===== config.mk =====
export PLATFORM = sky130hd
export DESIGN_NAME = hsem_lock_array
export DESIGN_NICKNAME = d
export VERILOG_FILES = /design/src/rtl/hsem_lock_array.sv
export SDC_FILE = /design/constraint.sdc
export NUM_CORES = 1
export LEC_CHECK = 0
export ABC_AREA = 1
export CORE_UTILIZATION = 55
export DETAILED_ROUTE_END_ITERATION = 10
export DONT_BUFFER_PORTS = 1
export GPL_TIMING_DRIVEN = 0
export PLACE_DENSITY = 0.8
export SYNTH_ARGS = -nofsm -noshare
export SYNTH_HDL_FRONTEND = slang
export SYNTH_SLANG_ARGS = --single-unit

===== constraint.sdc =====
create_clock -name hclk -period 3.5 [get_ports hclk]
set_input_delay 0.7 -clock hclk [delete_from_list [all_inputs] [get_ports hclk]]
set_output_delay 0.7 -clock hclk [all_outputs]
set_load 0.02 [all_outputs]

===== src/rtl/hsem_lock_array.sv =====
// Hardware-semaphore core: NUM_SEM lock entries, each holding an owner master ID and
// process ID, reachable through a simple word-addressed register bus.
// Supports two-step (write) locking, one-step read-to-lock, a keyed per-master clear-all
// and a maskable interrupt raised whenever an entry goes from LOCKED to FREE.
// Optional feature: define HSEM_TIMEOUT_EN to give every entry a hold counter that
// force-releases the lock after TIMEOUT_CYC locked cycles.
module hsem_lock_array #(
    parameter int unsigned NUM_SEM     = 16,
    parameter int unsigned MID_W       = 4,
    parameter int unsigned PID_W       = 8,
    parameter int unsigned TIMEOUT_CYC = 65535
) (
    input  logic               hclk,
    input  logic               hresetn,
    input  logic               wr_en,
    input  logic               rd_en,
    input  logic [7:0]         reg_addr,
    input  logic [31:0]        ihwdata,
    input  logic [MID_W-1:0]   mid,
    output logic [31:0]        ihrdata,
    output logic [NUM_SEM-1:0] sem_locked,
    output logic               lock_err,
    output logic               intr
);

    localparam int unsigned IDX_W    = (NUM_SEM > 1) ? $clog2(NUM_SEM) : 1;
    localparam logic [7:0]  ADDR_IER = 8'h40;
    localparam logic [7:0]  ADDR_ISR = 8'h41;
    localparam logic [7:0]  ADDR_CLR = 8'h42;
    localparam logic [7:0]  ADDR_KEY = 8'h43;

    // Entry state: lock flag plus owner identity
    logic [NUM_SEM-1:0]             lock_q, lock_d;
    logic [NUM_SEM-1:0][MID_W-1:0]  mid_q,  mid_d;
    logic [NUM_SEM-1:0][PID_W-1:0]  pid_q,  pid_d;

    // Control/status registers and registered outputs
    logic [NUM_SEM-1:0] ier_q, ier_d;
    logic [NUM_SEM-1:0] isr_q, isr_d;
    logic [15:0]        key_q, key_d;
    logic [31:0]        rdata_q, rdata_d;
    logic               err_q, err_d;
    logic [NUM_SEM-1:0] sem_q;
    logic               intr_q;

    // Release sources and W1C mask
    logic [NUM_SEM-1:0] bus_rel;
    logic [NUM_SEM-1:0] rel;
    logic [NUM_SEM-1:0] w1c;
    logic [NUM_SEM-1:0] tmo;

    // Address decode
    logic [IDX_W-1:0] idx;
    logic             idx_ok;
    logic             is_r;
    logic             is_rlr;
    logic [MID_W-1:0] wmid;
    logic [PID_W-1:0] wpid;

    assign idx    = reg_addr[IDX_W-1:0];
    assign idx_ok = ({3'b000, reg_addr[4:0]} < 8'(NUM_SEM));
    assign is_r   = (reg_addr[7:5] == 3'b000) && idx_ok;
    assign is_rlr = (reg_addr[7:5] == 3'b001) && idx_ok;
    assign wmid   = ihwdata[8 +: MID_W];
    assign wpid   = ihwdata[0 +: PID_W];

    // Pack one entry into its bus-visible word {LOCK, 0, MID, PID}
    function automatic logic [31:0] entry_word(input logic            locked,
                                               input logic [MID_W-1:0] m,
                                               input logic [PID_W-1:0] p);
        logic [31:0] w;
        w             = '0;
        w[31]         = locked;
        w[8 +: MID_W] = m;
        w[0 +: PID_W] = p;
        return w;
    endfunction

    // Bus access decode, entry next-state, status update and read-data mux
    always_comb begin
        lock_d  = lock_q;
        mid_d   = mid_q;
        pid_d   = pid_q;
        ier_d   = ier_q;
        key_d   = key_q;
        rdata_d = rdata_q;
        err_d   = 1'b0;
        bus_rel = '0;
        rel     = '0;
        w1c     = '0;

        if (wr_en) begin
            if (is_r) begin
                if (ihwdata[31]) begin
                    if (!lock_q[idx]) begin
                        if (wmid == mid) begin
                            lock_d[idx] = 1'b1;
                            mid_d[idx]  = wmid;
                            pid_d[idx]  = wpid;
                        end else begin
                            err_d = 1'b1;
                        end
                    end else if (!((mid_q[idx] == wmid) && (pid_q[idx] == wpid) &&
                                   (wmid == mid))) begin
                        err_d = 1'b1;
                    end
                end else begin
                    if (lock_q[idx] && (mid_q[idx] == wmid) && (pid_q[idx] == wpid)) begin
                        bus_rel[idx] = 1'b1;
                    end else begin
                        err_d = 1'b1;
                    end
                end
            end else if (reg_addr == ADDR_IER) begin
                ier_d = ihwdata[NUM_SEM-1:0];
            end else if (reg_addr == ADDR_ISR) begin
                w1c = ihwdata[NUM_SEM-1:0];
            end else if (reg_addr == ADDR_CLR) begin
                if (ihwdata[31:16] == key_q) begin
                    for (int i = 0; i < NUM_SEM; i++) begin
                        if (lock_q[i] && (mid_q[i] == wmid)) begin
                            bus_rel[i] = 1'b1;
                        end
                    end
                end else begin
                    err_d = 1'b1;
                end
            end else if (reg_addr == ADDR_KEY) begin
                key_d = ihwdata[15:0];
            end
        end else if (rd_en) begin
            rdata_d = '0;
            if (is_r) begin
                rdata_d = entry_word(lock_q[idx], mid_q[idx], pid_q[idx]);
            end else if (is_rlr) begin
                if (!lock_q[idx]) begin
                    lock_d[idx] = 1'b1;
                    mid_d[idx]  = mid;
                    pid_d[idx]  = '0;
                    rdata_d     = entry_word(1'b1, mid, '0);
                end else begin
                    rdata_d = entry_word(1'b1, mid_q[idx], pid_q[idx]);
                end
            end else if (reg_addr == ADDR_IER) begin
                rdata_d[NUM_SEM-1:0] = ier_q;
            end else if (reg_addr == ADDR_ISR) begin
                rdata_d[NUM_SEM-1:0] = isr_q;
            end else if (reg_addr == ADDR_KEY) begin
                rdata_d[15:0] = key_q;
            end
        end

        // A forced release only counts as an error when the bus did not free it too
        for (int i = 0; i < NUM_SEM; i++) begin
            if (tmo[i] && !bus_rel[i]) begin
                err_d = 1'b1;
            end
        end

        // Merge all release sources so a doubly-released entry sets ISR once
        rel = bus_rel | tmo;
        for (int i = 0; i < NUM_SEM; i++) begin
            if (rel[i]) begin
                lock_d[i] = 1'b0;
                mid_d[i]  = '0;
                pid_d[i]  = '0;
            end
        end

        isr_d = (isr_q & ~w1c) | rel;
    end

`ifdef HSEM_TIMEOUT_EN
    localparam int unsigned      CNT_W    = $clog2(TIMEOUT_CYC);
    localparam logic [CNT_W-1:0] CNT_LAST = CNT_W'(TIMEOUT_CYC - 1);

    logic [NUM_SEM-1:0][CNT_W-1:0] cnt_q, cnt_d;

    // Flag entries whose hold time has run out
    always_comb begin
        tmo = '0;
        for (int i = 0; i < NUM_SEM; i++) begin
            tmo[i] = lock_q[i] && (cnt_q[i] == CNT_LAST);
        end
    end

    // Hold counters restart on every new lock and saturate at the last count
    always_comb begin
        cnt_d = cnt_q;
        for (int i = 0; i < NUM_SEM; i++) begin
            if (!lock_q[i] || !lock_d[i]) begin
                cnt_d[i] = '0;
            end else if (cnt_q[i] != CNT_LAST) begin
                cnt_d[i] = cnt_q[i] + CNT_W'(1);
            end
        end
    end

    // Hold counter registers
    always_ff @(posedge hclk or negedge hresetn) begin
        if (!hresetn) begin
            cnt_q <= '0;
        end else begin
            cnt_q <= cnt_d;
        end
    end
`else
    assign tmo = '0;
`endif

    // State, status and output registers
    always_ff @(posedge hclk or negedge hresetn) begin
        if (!hresetn) begin
            lock_q  <= '0;
            mid_q   <= '0;
            pid_q   <= '0;
            ier_q   <= '0;
            isr_q   <= '0;
            key_q   <= '0;
            rdata_q <= '0;
            err_q   <= 1'b0;
            sem_q   <= '0;
            intr_q  <= 1'b0;
        end else begin
            lock_q  <= lock_d;
            mid_q   <= mid_d;
            pid_q   <= pid_d;
            ier_q   <= ier_d;
            isr_q   <= isr_d;
            key_q   <= key_d;
            rdata_q <= rdata_d;
            err_q   <= err_d;
            sem_q   <= lock_q;
            intr_q  <= |(isr_q & ier_q);
        end
    end

    assign ihrdata    = rdata_q;
    assign sem_locked = sem_q;
    assign lock_err   = err_q;
    assign intr       = intr_q;

endmodule


### After elaboration in Yosys (flattened, before gate mapping)

Cells that the tools add are included.

| word-level totals | value |
|---|---|
| flip-flop bits (word level) | 306 |
| input port bits | 48 |
| output and inout bits | 50 |

| operators by class | value |
|---|---|
| $lt $le $gt $ge | 3 |
| multiplexer cells | 136 |
| eq/ne operators | 121 |
| reductions and logical operators | 76 |
| bitwise logic cells | 12 |

Operator list:

| cell | count |
|---|---|
| two-way mux 128 bit | 9 |
| two-way mux 64 bit | 9 |
| two-way mux 16 bit | 26 |
| two-way mux 8 bit | 18 |
| != test 3 bit, second input constant | 48 |
| bitwise AND 128 bit | 1 |
| bitwise mux 128 bit | 1 |
| bitwise mux 64 bit | 2 |
| NOT 128 bit | 1 |
| AND reduction 8 bit | 16 |
| != test 3 x 1 -> 1 bit, second input constant | 32 |
| nonzero test 3 bit | 32 |
| == test 4 bit | 18 |
| two-way mux 4 bit | 18 |
| != test 3 x 2 -> 1 bit, second input constant | 16 |
| two-way mux 1 bit | 45 |
| bitwise AND 16 bit | 2 |
| binary-select mux 8 bit (select 4 bit) | 1 |
| demux 8 bit (select 4 bit) | 1 |
| == test 8 x 7 -> 1 bit, second input constant | 4 |
| two-way mux 32 bit | 1 |
| OR 16 bit | 2 |
| logical AND 1 bit | 23 |
| binary-select mux 4 bit (select 4 bit) | 1 |
| 17 further kinds | 21 |

### Logic depth before layout (Yosys ltp)

Gate-level depths: netlist of run 1.

| depth | value |
|---|---|
| depth after elaboration | 12 |
| gate-level depth with buffers | 25 |
| depth with buffers taken out | 22 |

### Least setup slack after synthesis of run 1

No wires, ideal clock.

| timing path | value |
|---|---|
| path kind | input port to flip-flop |
| from | input reg_addr[0] |
| to | register pid_q[24] in the netlist's numbering |
| data arrival time | 2789 ps |
| setup slack | 590 ps |
| stages | 22 |
| library setup time | 121 ps |
| required time | 3379 ps |
| cell sequence | buf_6 buf_6 buf_4 nand2_1 nand2_1 nand2_1 nand3_1 nand2_1 nand2_1 o21ai_0 nand2_1 nor2_1 nand2_1 inv_2 buf_4 nand4_2 nand2_2 nand2_1 nand2_2 nand2_2 nand2_1 nand2_1 |

| between the ends | value |
|---|---|
| longest elaborated chain between the ends | 12 |

Ends and longest elaborated chain:

| item | RTL line | text |
|---|---|---|
| start: declaration | 17 | `input logic [7:0] reg_addr,` |
| parallel branches: the longest is 12 deep, another holds two-way mux 16 bit | n/a |  |
| end signal: assignment | 227 | `pid_q <= pid_d;` |
| end: declaration | 35 | `logic [NUM_SEM-1:0][PID_W-1:0] pid_q, pid_d;` |

Several ways; the timed one is not identified. The select of a mux whose other input is x is not followed.
A chain may end at the register's enable or synchronous reset.

### Final worst setup path of run 1

| timing path | value |
|---|---|
| from | input reg_addr[0] |
| to | register pid_q[127] in the netlist's numbering |

The elaborated chain is that of the path after synthesis.

==> results of run 1 <==
==> synthesized netlist by cell type (2+ instances only) <==
cell type  instances  area, um2
nand2_4            2       22.5
a21oi_1           75        375
buf_2             28        140
nor2_4             2       22.5
nor3_1             4       20.0
nor4_1             7       43.8
a22o_1            11       96.3
buf_6              8       90.1
nand3_2            4       40.0
inv_1            135        507
nand2_2           32        200
nor2_2             2       12.5
nand3_1          218       1090
nand4_1           36        225
o2111ai_1          3       26.3
o31ai_1            2       15.0
o21ai_0          216       1080
inv_2             16       60.1
a22oi_1            5       37.5
o211ai_1           4       30.0
a32o_1             2       20.0
clkbuf_1          78        293
a31oi_1            9       56.3
nor2_1           129        484
dfrtp_1          291       7280
buf_1              2       7.51
a211oi_1           4       30.0
clkinv_1           5       18.8
xor2_1            14        123
buf_4             21        158
a2111oi_0         11       96.3
o221ai_1           2       17.5
xnor2_1           17        149
nand4_2           10        125
nand2_1         1180       4430
a221oi_1           4       35.0
o22ai_1           43        269
o21ai_1           21        105
==> worst register-to-register path, cell delays in order (launching register included) <==
cell      delay [ns]
dfrtp_1         0.40
inv_1           0.09
nor2_1          0.04
nor4_1          0.29
nand3_1         0.14
nor2_1          0.10
nand2_1         0.17
nor3_4          0.41
buf_2           0.34
nand2_1         0.20
nand2_1         0.29
nand2_1         0.13
clkbuf_4        0.27
o21ai_0         0.12
nor2_1          0.08
==> registers in the layout, indices dropped and copies added (netlist names) <==
signal,flops
sem_locked,16
ihrdata,17
key_q,16
ier_q,16
intr,1
isr_q,16
mid_q,64
pid_q,128
lock_err,1
lock_q,16
==> final timing paths <==
| check | endpoint | slack (ns) | depth (start not counted) |
|---|---|---|---|
| max | pid_q[127] | -0.02 | 24 |
| min | ier_q[12] | -0.14 | 0 |
| max reg2reg | pid_q[10] | 0.31 | 14 |
| min reg2reg | sem_locked[12] | 0.38 | 0 |
| max in group asynchronous | pid_q[14] | 2.99 | 0 |
| min in group hclk | key_q[15] | 0.38 | 2 |
==> cell type report <==
type	instances	area [um2]	area share
Antenna cell	4	10.0	0.000501
Clock buffer	48	1020	0.0509
Buffer	136	721	0.0361
Tap cell	435	544	0.0273
Sequential cell	291	7280	0.365
Inverter	157	604	0.0303
Multi-Input combinational cell	2092	9670	0.484
Clock inverter	12	72.6	0.00363
Timing Repair Buffer	7	52.6	0.00263
==> metrics by stage <==
step	utilization	area (um2)	std cells	worst slack (ns)	hold WS, ns
2_1_floorplan	-	18000	2677	0.590	0.354
3_3_place_gp	0.583	18500	3112	-1.04	0.358
3_5_place_dp	0.583	18500	3112	-1.09	0.361
4_1_cts	0.619	19700	3174	0.00246	-0.143
5_1_grt	0.628	20000	3178	-0.0173	-0.146
6_report	0.628	20000	3182	-0.0168	-0.140
==> metal layers <==
metal / wire, um / part of all wire / vias up / track usage
met2: 32500 / 0.42 / 1561 / 0.683
met3: 10800 / 0.14 / 318 / 0.126
met1: 28600 / 0.37 / 9292 / 0.603
li1: - / - / 8796 / -
met5: 0 / 0 / - / 0
met4: 4920 / 0.064 / 0 / 0.270
==> cells by family after synthesis <==
logic type,synth area share
other,0.000209
buffers and inverters,0.0714
AOI/OAI and AO/OA,0.130
DFF,0.406
and+or+nand+nor,0.377
xor gates and xnor gates,0.0151
==> power by group through the flow <==
stage               registers (uW)  logic (uW)  clock network, uW
global route                  3960        1590               3660
global placement              3970        1330                  0
detailed placement            3980        1360                  0
floorplan                     3890         958                  0
finish                        3940        1470               3550
CTS                           3920        1380               3540
==> what timing repair did <==
item / in CTS / in global routing
endpoints found under the hold margin: 291 / 291
gates resized for setup: 23 / 74
setup buffers: 3 / 4
pin swaps: 1 / 2
endpoints found under the setup margin: 175 / 187
==> impl_metrics.env, run 1 <==
export IMPL_fin_hold_ws_ns=-0.140
export IMPL_timing_setup_tns_ns=-0.0279
export IMPL_avgSynthCellArea_um2=6.73
export IMPL_vias=19967
export IMPL_drc_errors=0
export IMPL_max_stage_delay_ns=0.28
export IMPL_vias_per_cell=6.27
export IMPL_wl_mm=76.9
export IMPL_status="finished, violations left"
export IMPL_setup_viol=3
export IMPL_fillers=2890
export IMPL_rsz0062_at_grt="true"
export IMPL_dpl_hpwl_mm=55.8
export IMPL_cts_buffers=35
export IMPL_crit_buf_inv=5
export IMPL_seq_power_share=0.440
export IMPL_crit_type="in2reg"
export IMPL_path_common_cell="nand2_1"
export IMPL_violations="hold timing, setup timing"
export IMPL_die_area_mm2=0.0333
export IMPL_hold_viol=178
export IMPL_mostFrequentLayoutCell="nand2_1"
export IMPL_io_buffer_count=0
export IMPL_area_delta_synth_final_pct=11.4
export IMPL_p_per_area_mw_per_mm2=449
export IMPL_pwr_share_clk=0.396
export IMPL_globalplace_congestion=1.08
export IMPL_antenna_found_initial=3
export IMPL_cpMaxStageDelayCell="buf_4"
export IMPL_p_sw_uw=2830
export IMPL_ir_drop_mv=0.414
export IMPL_htree_levels=2
export IMPL_combPwrFrac=0.164
export IMPL_syn_inst=2663
export IMPL_clockBufferDepth=3
export IMPL_yosysUniqueCellTypes=48
export IMPL_clkSlewWorstSetupHoldPaths_ns=0.06
export IMPL_layout_common_cells="1162 x nand2_1, 291 x dfrtp_1, 218 x nand3_1"
export IMPL_yosys_warnings=0
export IMPL_synth_seq_cells=291
export IMPL_cts_tree="built"
export IMPL_critPathMaxFanout=10
export IMPL_grt_overflow_total=0
export IMPL_grtUsageTotal=0.461
export IMPL_ys_async_sr_fraction=1.00
export IMPL_grt_pass1_vias=18556
export IMPL_fp_dieH_um=183
export IMPL_maxClockFrequency_mhz=284
export IMPL_reg2reg_from="key_q[5]"
export IMPL_grt_max_degree=292
export IMPL_die_w_um=183
export IMPL_internal_power_uw=6130
export IMPL_hold_path_class="in2async"
export IMPL_worst_slack_ns=-0.0168
export IMPL_synth_seq_area_share=0.406
export IMPL_skew_ns=0.0165
export IMPL_wl_per_cell_um=24.2
export IMPL_cts_sinks=291
export IMPL_worst_pin_slew_ns=1.35
export IMPL_crit_family="simple AND/OR/NAND/NOR gates"
export IMPL_fin_crit_ns=3.52
export IMPL_grt_pass1_wl_mm=114
export IMPL_worst_ep_required_time_ns=3.97
export IMPL_drive_above_1_share=0.0849
export IMPL_cp_start_kind="primary input"
export IMPL_drt_iter0_markers=2794
export IMPL_start_util=0.564
export IMPL_num_rows=65
export IMPL_syn_area_mm2=0.0179
export IMPL_min_period_over_period=1.00
export IMPL_root_buffer="clkbuf_16"
export IMPL_critPathCaptureType="flop"
export IMPL_p_leak_uw=0.0101
export IMPL_maxSlewHeadroom=0.0875
export IMPL_core_area_mm2=0.0318
export IMPL_synth_edf_count=0
export IMPL_worst_ep_arrival_time_ns=3.98
export IMPL_cap_violations=0
export IMPL_crit_start="reg_addr[0]"
export IMPL_drt_pass1_iter_count=6
export IMPL_synth_ff_type="dfrtp_1"
export IMPL_floorplan_io_pins=98
export IMPL_switching_share=0.315
export IMPL_nets=2768
export IMPL_crit_chain="buf_6 -> inv_4 -> buf_4 -> nand2_1 -> nand2_1 -> nand2_1 -> nand2_1 -> nand2_1 -> nand2_1 -> nor2_1 -> nand2_1 -> nand2_1 -> nor2_1 -> nand2_1 -> nor2_2 -> buf_6 -> nand4_2 -> nand2_2 -> nand2_2 -> nand2_1 -> nand2_2 -> inv_2 -> nand2_1 -> nand2_1"
export IMPL_ant_nets=0
export IMPL_p_total_uw=8960
export IMPL_slew_violations=0
export IMPL_clock_latency_ns=0.54
Power figures use the tool's default switching activity.
==> run 2, diff against run 1 <==
- ABC_AREA: 1 -> not set
- CTS_CLUSTER_DIAMETER: not set -> 120
- CTS_CLUSTER_SIZE: not set -> 10
==> impl_metrics.env, run 2 <==
export IMPL_rsz0062_at_grt="true"
export IMPL_largest_register_ffs=128
export IMPL_hold_path_class="in2async"
export IMPL_skew_ns=0.0231
export IMPL_drive_above_1_share=0.180
export IMPL_synth_seq_cells=291
export IMPL_synth_seq_area_share=0.493
export IMPL_drt_iter0_markers=1764
export IMPL_die_area_mm2=0.0275
export IMPL_timing_setup_tns_ns=0
export IMPL_synth_commonest_cells="291 x dfrtp_1, 136 x nor2_1, 134 x nand2_1"
export IMPL_root_buffer="clkbuf_16"
export IMPL_vias_per_cell=7.06
export IMPL_maxSlewHeadroom=0.172
export IMPL_post_route_util=0.640
export IMPL_worst_ep_required_time_ns=3.89
export IMPL_clock_latency_ns=0.52
export IMPL_yosys_warnings=0
export IMPL_ff2ff_path_depth=9
export IMPL_drc_errors=14
export IMPL_clockBufferDepth=3
export IMPL_floorplan_io_pins=98
export IMPL_die_w_um=166
export IMPL_grtUsageTotal=0.378
export IMPL_ir_drop_mv=0.285
export IMPL_globalplace_congestion=1.05
export IMPL_synth_ff_type="dfrtp_1"
export IMPL_yosysMostFrequentCell="dfrtp_1"
export IMPL_io_buffer_count=0
export IMPL_ys_async_sr_fraction=1.00
export IMPL_fin_crit_ns=3.47
export IMPL_regMostFlops="pid_q"
export IMPL_core_area_mm2=0.0262
export IMPL_worst_ep_arrival_time_ns=3.86
export IMPL_drt_pass1_iter_count=11
export IMPL_vias=12577
export IMPL_placed_area_mm2=0.0152
export IMPL_crit_type="in2reg"
export IMPL_fp_dieH_um=166
export IMPL_violations="DRC, hold timing"
export IMPL_grt_pass1_wl_mm=77.4
export IMPL_antenna_found_initial=0
export IMPL_slew_violations=0
export IMPL_nets=1493
export IMPL_grt_pass1_vias=12494
export IMPL_cp_start_kind="primary input"
export IMPL_grt_overflow_total=0
export IMPL_mostFrequentLayoutCell="dfrtp_1"
export IMPL_cts_sinks=291
export IMPL_clkSlewWorstSetupHoldPaths_ns=0.05
export IMPL_syn_inst=1385
export IMPL_hold_viol=291
export IMPL_dpl_hpwl_mm=36.7
export IMPL_cap_violations=0
export IMPL_area_delta_synth_final_pct=13.5
export IMPL_grt_max_degree=292
export IMPL_syn_area_mm2=0.0148
export IMPL_yosysUniqueCellTypes=55
export IMPL_layout_common_cells="291 x dfrtp_1, 132 x nand2_1, 131 x nor2_1"
export IMPL_post_route_cell_area_mm2=0.0168
export IMPL_synth_largest_area_cell="dfrtp_1"
export IMPL_min_period_over_period=0.992
export IMPL_htree_levels=2
export IMPL_synth_area_leaders="dfrtp_1 49%, mux4_2 5.6%, xnor2_1 4.1%"
export IMPL_p_leak_uw=0.00762
export IMPL_worst_slack_ns=0.0265
export IMPL_critPathMaxFanout=10
export IMPL_post_place_ws_ns=-1.66
export IMPL_wl_mm=51.6
export IMPL_ant_nets=0
export IMPL_synth_edf_count=0
export IMPL_wl_per_cell_um=29.0
export IMPL_cts_tree="built"
export IMPL_fin_hold_ws_ns=-0.115
export IMPL_worst_pin_slew_ns=1.23
export IMPL_diodes=0
export IMPL_num_rows=59
export IMPL_synth_top_area_share=0.493
export IMPL_setup_viol=0
export IMPL_avgSynthCellArea_um2=10.7
export IMPL_cts_buffers=35
export IMPL_critPathCaptureType="flop"
export IMPL_maxClockFrequency_mhz=288
export IMPL_start_util=0.564
export IMPL_p_per_area_mw_per_mm2=432
export IMPL_status="finished, violations left"
==> run 2: cell types whose count changed in the layout (fill, tap and decap cells not counted), moves of 37 or more <==
cell     change
inv_1      -116
mux2_2      +46
mux4_2      +37
nand2_1   -1030
nand3_1    -198
o21ai_0    -184
xnor2_1     +52
==> run 2: final timing paths <==
check	to	slack, ns	startpoint
worst max-delay path	pid_q[84]	0.03	reg_addr[1]
worst min-delay path	mid_q[58]	-0.11	hresetn
worst max register to register	pid_q[105]	0.06	lock_q[15]
worst min register to register	sem_locked[1]	0.42	lock_q[1]
max in group asynchronous	mid_q[7]	3.18	hresetn
min in group hclk	ier_q[12]	0.33	ihwdata[12]
==> run 2: cells by family after synthesis <==
logic type      Yosys count  share of synthesized area
compound gates          357                      0.178
xor+xnor                 99                     0.0587
buf+inv                 138                     0.0436
flops                   291                      0.493
mux                     117                      0.114
other cells               1                   0.000254
simple gates            382                      0.112
==> run 2: cell type report <==
cell class / instances / area [um2]
Clock buffer: 38 / 930
Multi-Input combinational cell: 970 / 7290
Clock inverter: 1 / 8.76
Buffer: 116 / 671
Fill cell: 2085 / 9430
Tap cell: 335 / 419
Sequential cell: 291 / 7280
Inverter: 21 / 85.1
Timing Repair Buffer: 10 / 87.6
==> run 2: stage by stage <==
step                      cells  power, uW  hold WS, ns
after floorplan            1399       3880        0.369
after global placement     1734       4050        0.398
after detailed placement   1734       4060        0.399
after CTS                  1779       7200       -0.124
after global routing       1782       7420       -0.129
final                      1782       7250       -0.115
==> run 2: power breakdown <==
part           internal [uW]  total [uW]  switching, uW  leakage (uW)
registers               3420        3470           54.1       0.00395
logic                    206         592            385       0.00321
clock network           1860        3190           1330      0.000462
total                   5480        7250           1770       0.00762
==> run 2: routing by layer <==
| layer | GRT usage | vias to the layer above | part of all wire |
|---|---|---|---|
| li1 | - | 5112 | - |
| met1 | 0.495 | 6281 | 0.38 |
| met2 | 0.581 | 968 | 0.45 |
| met3 | 0.0937 | 216 | 0.12 |
| met4 | 0.204 | 0 | 0.056 |
| met5 | 0 | - | 0 |
==> run 2: what timing repair did <==
item / in CTS / in global routing
gates resized for setup: 64 / 69
setup buffers: 6 / 4
endpoints found under the hold margin: 291 / 291
setup endpoints to repair: 228 / 236
pin swaps: 5 / 4
==> run 2: worst max-delay path: stages <==
cell and delay (ns):
buf_4 0.16, buf_8 0.20, buf_8 0.21, mux4_2 0.55, a22oi_2 0.22, nand2_1 0.19, xnor2_2 0.20, nand4_1 0.17
buf_4 0.19, o31ai_4 0.22, buf_4 0.25, a21oi_2 0.20, a2bb2o_1 0.37
